$ cat src/rtl/div_ctrl.sv
// Restoring unsigned 16/16 divider controller: one quotient bit per clock,
// with the subtract itself done by an external stage fed through rest_a/rest_b.
module div_ctrl (
  input  logic        clk,
  input  logic        rst_n,
  input  logic        start,
  input  logic [15:0] dividend,
  input  logic [15:0] divisor,
  output logic        busy,
  output logic        done,
  output logic [15:0] quotient,
  output logic [15:0] remainder,
  output logic        div_by_zero,
  output logic        en_rest,
  output logic        zero,
  output logic [3:0]  count,
  output logic [3:0]  bits,
  output logic [15:0] rest_a,
  output logic [15:0] rest_b,
  input  logic [15:0] rest_in
);

  localparam logic [1:0] ST_IDLE = 2'd0;
  localparam logic [1:0] ST_ITER = 2'd1;
  localparam logic [1:0] ST_DONE = 2'd2;

  function automatic logic [3:0] msb_index(input logic [15:0] v);
    logic [3:0] idx;
    idx = 4'd0;
    for (int i = 0; i < 16; i++) begin
      if (v[i]) begin
        idx = 4'(i);
      end else begin
        idx = idx;
      end
    end
    return idx;
  endfunction

  logic [1:0]  state_q, state_d;
  logic [15:0] dvd_q, dvd_d;
  logic [15:0] dvs_q, dvs_d;
  logic [15:0] r_q, r_d;
  logic [15:0] qwork_q, qwork_d;
  logic [3:0]  cnt_q, cnt_d;
  logic [3:0]  bits_q, bits_d;
  logic [15:0] quot_q, quot_d;
  logic [15:0] rem_q, rem_d;
  logic        dbz_q, dbz_d;

  logic [16:0] s_s;
  logic        zero_s;
  logic        in_iter_s;
  logic [3:0]  qidx_s;

  // Shifted partial remainder and the 17-bit no-subtract decision
  always_comb begin
    in_iter_s = (state_q == ST_ITER);
    qidx_s    = 4'd15 - cnt_q;
    s_s       = {r_q, dvd_q[qidx_s]};
    if (in_iter_s) begin
      zero_s = (s_s < {1'b0, dvs_q});
    end else begin
      zero_s = 1'b0;
    end
  end

  // Datapath handshake toward the subtract stage; quiet outside ITER
  always_comb begin
    busy        = in_iter_s;
    done        = (state_q == ST_DONE);
    quotient    = quot_q;
    remainder   = rem_q;
    div_by_zero = dbz_q;
    zero        = zero_s;
    if (in_iter_s) begin
      en_rest = 1'b1;
      rest_a  = s_s[15:0];
      rest_b  = dvs_q;
      count   = cnt_q;
      bits    = bits_q;
    end else begin
      en_rest = 1'b0;
      rest_a  = 16'h0000;
      rest_b  = 16'h0000;
      count   = 4'd0;
      bits    = 4'd0;
    end
  end

  // FSM next-state and register updates
  always_comb begin
    state_d = state_q;
    dvd_d   = dvd_q;
    dvs_d   = dvs_q;
    r_d     = r_q;
    qwork_d = qwork_q;
    cnt_d   = cnt_q;
    bits_d  = bits_q;
    quot_d  = quot_q;
    rem_d   = rem_q;
    dbz_d   = dbz_q;
    case (state_q)
      ST_IDLE: begin
        if (start) begin
          if (divisor != 16'h0000) begin
            dvd_d   = dividend;
            dvs_d   = divisor;
            r_d     = 16'h0000;
            qwork_d = 16'h0000;
            cnt_d   = 4'd0;
            bits_d  = msb_index(divisor);
            state_d = ST_ITER;
          end else begin
            quot_d  = 16'hFFFF;
            rem_d   = dividend;
            dbz_d   = 1'b1;
            state_d = ST_DONE;
          end
        end else begin
          state_d = ST_IDLE;
        end
      end
      ST_ITER: begin
        r_d             = rest_in;
        qwork_d[qidx_s] = ~zero_s;
        if (cnt_q == 4'd15) begin
          // Results publish only here, so outputs stay stable during the next run
          quot_d  = qwork_d;
          rem_d   = rest_in;
          dbz_d   = 1'b0;
          cnt_d   = 4'd0;
          state_d = ST_DONE;
        end else begin
          cnt_d   = cnt_q + 4'd1;
          state_d = ST_ITER;
        end
      end
      ST_DONE: begin
        cnt_d   = 4'd0;
        state_d = ST_IDLE;
      end
      default: begin
        state_d = ST_IDLE;
      end
    endcase
  end

  // State registers with asynchronous clear
  always_ff @(posedge clk or negedge rst_n) begin
    if (!rst_n) begin
      state_q <= ST_IDLE;
      dvd_q   <= 16'h0000;
      dvs_q   <= 16'h0000;
      r_q     <= 16'h0000;
      qwork_q <= 16'h0000;
      cnt_q   <= 4'd0;
      bits_q  <= 4'd0;
      quot_q  <= 16'h0000;
      rem_q   <= 16'h0000;
      dbz_q   <= 1'b0;
    end else begin
      state_q <= state_d;
      dvd_q   <= dvd_d;
      dvs_q   <= dvs_d;
      r_q     <= r_d;
      qwork_q <= qwork_d;
      cnt_q   <= cnt_d;
      bits_q  <= bits_d;
      quot_q  <= quot_d;
      rem_q   <= rem_d;
      dbz_q   <= dbz_d;
    end
  end

endmodule

$ cat config.mk
export PLATFORM = sky130hd
export DESIGN_NAME = div_ctrl
export DESIGN_NICKNAME = d
export VERILOG_FILES = /design/src/rtl/div_ctrl.sv
export SDC_FILE = /design/constraint.sdc
export NUM_CORES = 1
export LEC_CHECK = 0
export BUFFER_PORTS_ARGS = -buffer_cell sky130_fd_sc_hd__clkbuf_2
export CAP_MARGIN = 20
export CELL_PAD_IN_SITES_DETAIL_PLACEMENT = 0
export CELL_PAD_IN_SITES_GLOBAL_PLACEMENT = 1
export CORE_MARGIN = 1
export CORE_UTILIZATION = 25
export CTS_CLUSTER_DIAMETER = 30
export DETAILED_ROUTE_END_ITERATION = 10
export GPL_TIMING_DRIVEN = 0
export PLACE_DENSITY = 0.62
export SKIP_CTS_REPAIR_TIMING = 1
export SYNTH_ARGS = -nofsm -noshare
export SYNTH_HDL_FRONTEND = slang
export SYNTH_SLANG_ARGS = --single-unit
export TNS_END_PERCENT = 50
$ cat constraint.sdc
create_clock -name clk -period 4.3 [get_ports clk]
set_input_delay 0.86 -clock clk [delete_from_list [all_inputs] [get_ports clk]]
set_output_delay 0.86 -clock clk [all_outputs]
set_load 0.01 [all_outputs]
# == Word level (Yosys, flattened, before mapping) ==
# Index checks and enable logic that the tools add are counted.
# totals
register_bits,107
in_bits,51
elab_cells,82
# classes
n_addsub,2
n_lt_le_gt_ge,3
n_eq_ne,7
mux,50
bitwise,1
n_reduce_logical,9
# op_table
operator,n
16-bit 2-to-1 mux,10
16-bit one-hot mux with 2 select lines,4
4-bit 2-to-1 mux,19
17-bit by 16-bit less-than comparator with 1-bit output,1
16-bit bitwise mux,1
16-bit nonzero test,1
4-bit one-hot mux with 3 select lines,1
3-bit AND reduction,3
1-bit 2-to-1 mux,8
2-bit 2-to-1 mux,3
"2-bit inequality test, second input constant",3
"4-bit by 5-bit less-than comparator with 1-bit output, second input constant",1
"4-bit by 1-bit adder with 4-bit output, second input constant",1
1-bit binary-select mux with 4-bit select,1
1-bit demux with 4-bit select,1
"4-bit equality test, second input constant",1
"4-bit by 1-bit >= comparator with 1-bit output, second input constant",1
2-bit one-hot mux with 2 select lines,1
4-bit AND reduction,1
"4-bit subtractor, first input constant",1
3-bit nonzero test,1
"2-bit by 1-bit equality test with 1-bit output, second input constant",1
"2-bit equality test, second input constant",1
2-bit logical NOT,1
5 further kinds,5

# == Depth between registers and ports, before layout ==
# logic_depth
depth_word,15
depth_mapped,10

# == Worst setup path before layout ==
# No wires, ideal clock.
# synth_timing
path_type,input port to flip-flop
start,input divisor[12]
end,register quot_q[11] (netlist: quotient[11])
t_arrival_ns,2.476
setup_slack_ns,1.702
path_stages,9
n_path_buf,2
path_cell_list,or4_1 -> nor2_1 -> nand3_1 -> o21ai_0 -> nand2b_1 -> clkbuf_1 -> clkbuf_1 -> nor3b_1 -> nor2_1
# synth_via
elab_chain_len,3
# synth_lines
item,line_no,text
from (decl),8,"input logic [15:0] divisor,"
16-bit nonzero test,106,if (divisor != 16'h0000) begin
2-bit inequality test (no line),--,
4-bit AND reduction (no line),--,
to (signal assigned),170,quot_q <= quot_d;
to (decl),47,"logic [15:0] quot_q, quot_d;"
# Every way passes these cells.
# A chain may end at the register's enable or synchronous reset.

# == Worst setup path after layout ==
# layout_timing
start,register state_q[1]
end,output count[3]
# layout_via
elab_chain_len,2
# layout_lines
item,line_no,text
from (decl),40,"logic [1:0] state_q, state_d;"
from (signal assigned),163,state_q <= state_d;
2-bit by 1-bit equality test with 1-bit output,58,in_iter_s = (state_q == ST_ITER);
4-bit 2-to-1 mux,76,if (in_iter_s) begin
to (decl),16,"output logic [3:0] count,"
# Every way passes these cells.

==> results.py <==
metrics = {
    "run_status": {
        "outcome": "completed",
    },
    "yosys": {
        "synth-edff-count": 0,
        "synthesis.nets": 637,
        "yosysSeqAreaShare_pct": 48.89,
        "async_flop_share_pct": 100.0,
        "ys.flop_type": "dfrtp_1",
        "syn_inst": 564,
        "synth_top_area_share_pct": 48.89,
        "yosys_warnings": 0,
        "synthTopCellsByArea": "dfrtp_1, nand2_1, ha_1",
        "avgSynthCellArea_um2": 9.619,
        "synth.distinct_cells": 45,
        "synth_commonest_cells": "dfrtp_1, nand2_1, nor2_1",
        "yosys.area.top_type": "dfrtp_1",
        "synth_area_um2": 5425,
        "synthMostInstantiatedCell": "dfrtp_1",
        "synth_seq_cells": 106,
    },
    "sta": {
        "grt_setup_unrepaired": "false",
        "setup_viol": 0,
        "relSlewSlack_pct": 37.98,
        "setup_tns_ns": 0,
        "max_freq_mhz": 272.1,
        "hold-worst-slack_ns": 0.4862,
        "period_share_pct": 85.47,
        "period_minus_slack_ns": 3.675,
        "fin_skew_ns": 0.01536,
        "slew_violations": 0,
        "layout_setup_ws_ns": 0.6246,
        "hold_viol_final": 0,
        "worstMarginPinSlew_ns": 0.9269,
    },
    "floorplan": {
        "io_pins": 128,
        "row_count": 53,
        "initial_utilization_pct": 25.65,
        "dieArea_um2": 22290,
        "die_h_um": 149.3,
        "die_width_um": 149.3,
        "coreArea_um2": 21150,
    },
    "cells_and_area": {
        "area.growth.synth_to_final_pct": 24.86,
        "fin_util_pct": 32.02,
        "final_nets": 776,
        "final_area_um2": 6774,
        "final_cells": 983,
        "drive_above_1_share_pct": 26.69,
        "antenna_cells": 0,
    },
    "placement": {
        "dp_slack_ns": 0.9007,
        "dp.cells": 967,
        "gp_congestion": 0.8097,
        "dpl-instance-area_um2": 6441,
        "dpl.hpwl_mm": 12.67,
        "port_buffers": 127,
    },
    "power_and_ir_drop": {
        "p_leak_nw": 3.142,
        "ir_worst_vdd_uv": 217.2,
        "total_power_mw": 5.087,
        "power_per_cell_area_nw_per_um2": 750.9,
    },
    "route": {
        "drt-wirelength-per-cell_um": 16.63,
        "vias": 4514,
        "ant_nets": 0,
        "drc_errors": 0,
        "dr.pass1.iters": 5,
        "routed_wl_mm": 16.35,
        "initialDrtViolationCount": 249,
        "vias_per_cell": 4.592,
    },
    "critical_path": {
        "endpoint_kind": "output pin",
        "cp_cell_sequence": "inv_1, ha_1, clkbuf_1, clkbuf_1, clkbuf_1, and2_1, clkbuf_2",
        "cpPeakStageDelay_ns": 0.47,
        "path_delay_family": "buffers and inverters",
        "required_ns": 3.44,
        "critPathKind": "reg2out",
        "r2r-start": "state_q[1]",
        "critPathMaxFanout": 10,
        "slowest_stage": "clkbuf_1",
        "crit_start": "state_q[1]",
        "cp.buffers_inverters": 5,
        "cp.arrival_ns": 2.82,
        "crit_top_cell": "clkbuf_1",
        "critPathLaunchType": "flip-flop",
    },
    "cts": {
        "clk_latency_ns": 0.36,
        "cts.htree.levels": 3,
        "cts_sinks": 106,
        "clock_path_buffers": 2,
        "clk_pin_slew_worst_paths_ns": 0.07,
        "cts-buffers-inserted": 9,
        "cts_tree": "done",
        "cts-root-buf": "clkbuf_16",
    },
    "flow_run": {
        "drv_cap": 0,
    },
    "global_route": {
        "grt_first_pass_wirelength_mm": 25.66,
        "grt_util_all_layers_pct": 15.34,
        "grt_start_max_net_pins": 107,
        "antenna_found_initial": 0,
        "grt_pass1_vias": 4497,
        "grt_remaining_overflow": 0,
    },
    "min_path": {
        "holdCritPathClass": "reg2reg",
        "min-delay-start": "div_by_zero",
    },
}
-- layout by cell type, fill, tap and decap left out, types with 3 or more instances in the layout --
cell type    n
dfrtp_1    106
a221o_1     15
clkbuf_1    21
ha_1        22
nor3_1       3
nor4_1       3
o22ai_1      5
clkbuf_2   126
nand2_1     74
clkbuf_16    9
nor2b_1      3
nor2_1      56
inv_6        3
nand3_1      9
o21ai_0     39
inv_1       41
nor3b_1     11
o22a_1       4
and2_1      41
mux2_2      20
buf_2        7
o21ai_1      5
a21oi_1     26
mux2i_1      9
o22ai_2      9
nand2b_1     4
-- cell families (layout without fill, tap and decap cells) --
group / Yosys count / after routing / synth area share [%]
adders and majority gates: 22 / 22 / 5.074
muxes: 31 / 31 / 6.642
buffers and inverters: 72 / 216 / 5.489
and+or+nand+nor: 213 / 213 / 18.84
DFF: 106 / 106 / 48.89
AOI/OAI and AO/OA: 120 / 120 / 15.06
-- layer usage --
layer / track usage, % / vias to the layer above / part of all wire (%)
met1: 21.73 / 2176 / 49
met2: 23.33 / 116 / 45
met5: 0 / - / 0
met3: 3.058 / 13 / 5.5
met4: 4.745 / 0 / 1.3
li1: - / 2209 / -
-- report_power, final --
group / leakage, nW / switching, mW / internal (mW)
registers: 1.26 / 0.281 / 1.44
clock network: 0.160 / 0.406 / 0.533
logic: 1.73 / 1.39 / 1.04
-- path summary, 6_finish.rpt --
kind / end / slack, ns / cells past startpoint
setup / recovery: count[3] / 0.62 / 7
hold / removal: div_by_zero / 0.49 / 1
setup reg to reg: remainder[13] / 1.59 / 8
hold reg to reg: div_by_zero / 0.49 / 1
max in group asynchronous: cnt_q[1] / 3.31 / 2
min in group asynchronous: quotient[3] / 0.57 / 2
-- state kept, by name, summed over array words and instances, names as in the netlist --
name / cells
dvs_q: 16
cnt_q: 4
quotient: 16
div_by_zero: 1
qwork_q: 15
state_q: 2
bits_q: 4
remainder: 16
r_q: 16
dvd_q: 16
-- area by class of cell --
| class | count | area, um^2 |
|---|---|---|
| Fill cell | 2263 | 14380 |
| Sequential cell | 106 | 2653 |
| Multi-Input combinational cell | 386 | 2475 |
| Timing Repair Buffer | 128 | 671.9 |
| Tap cell | 275 | 344.1 |
| Clock buffer | 10 | 239.0 |
| Inverter | 41 | 153.9 |
| Buffer | 31 | 143.9 |
| Clock inverter | 6 | 93.84 |
Note: power is estimated with default switching activity, not from simulation.
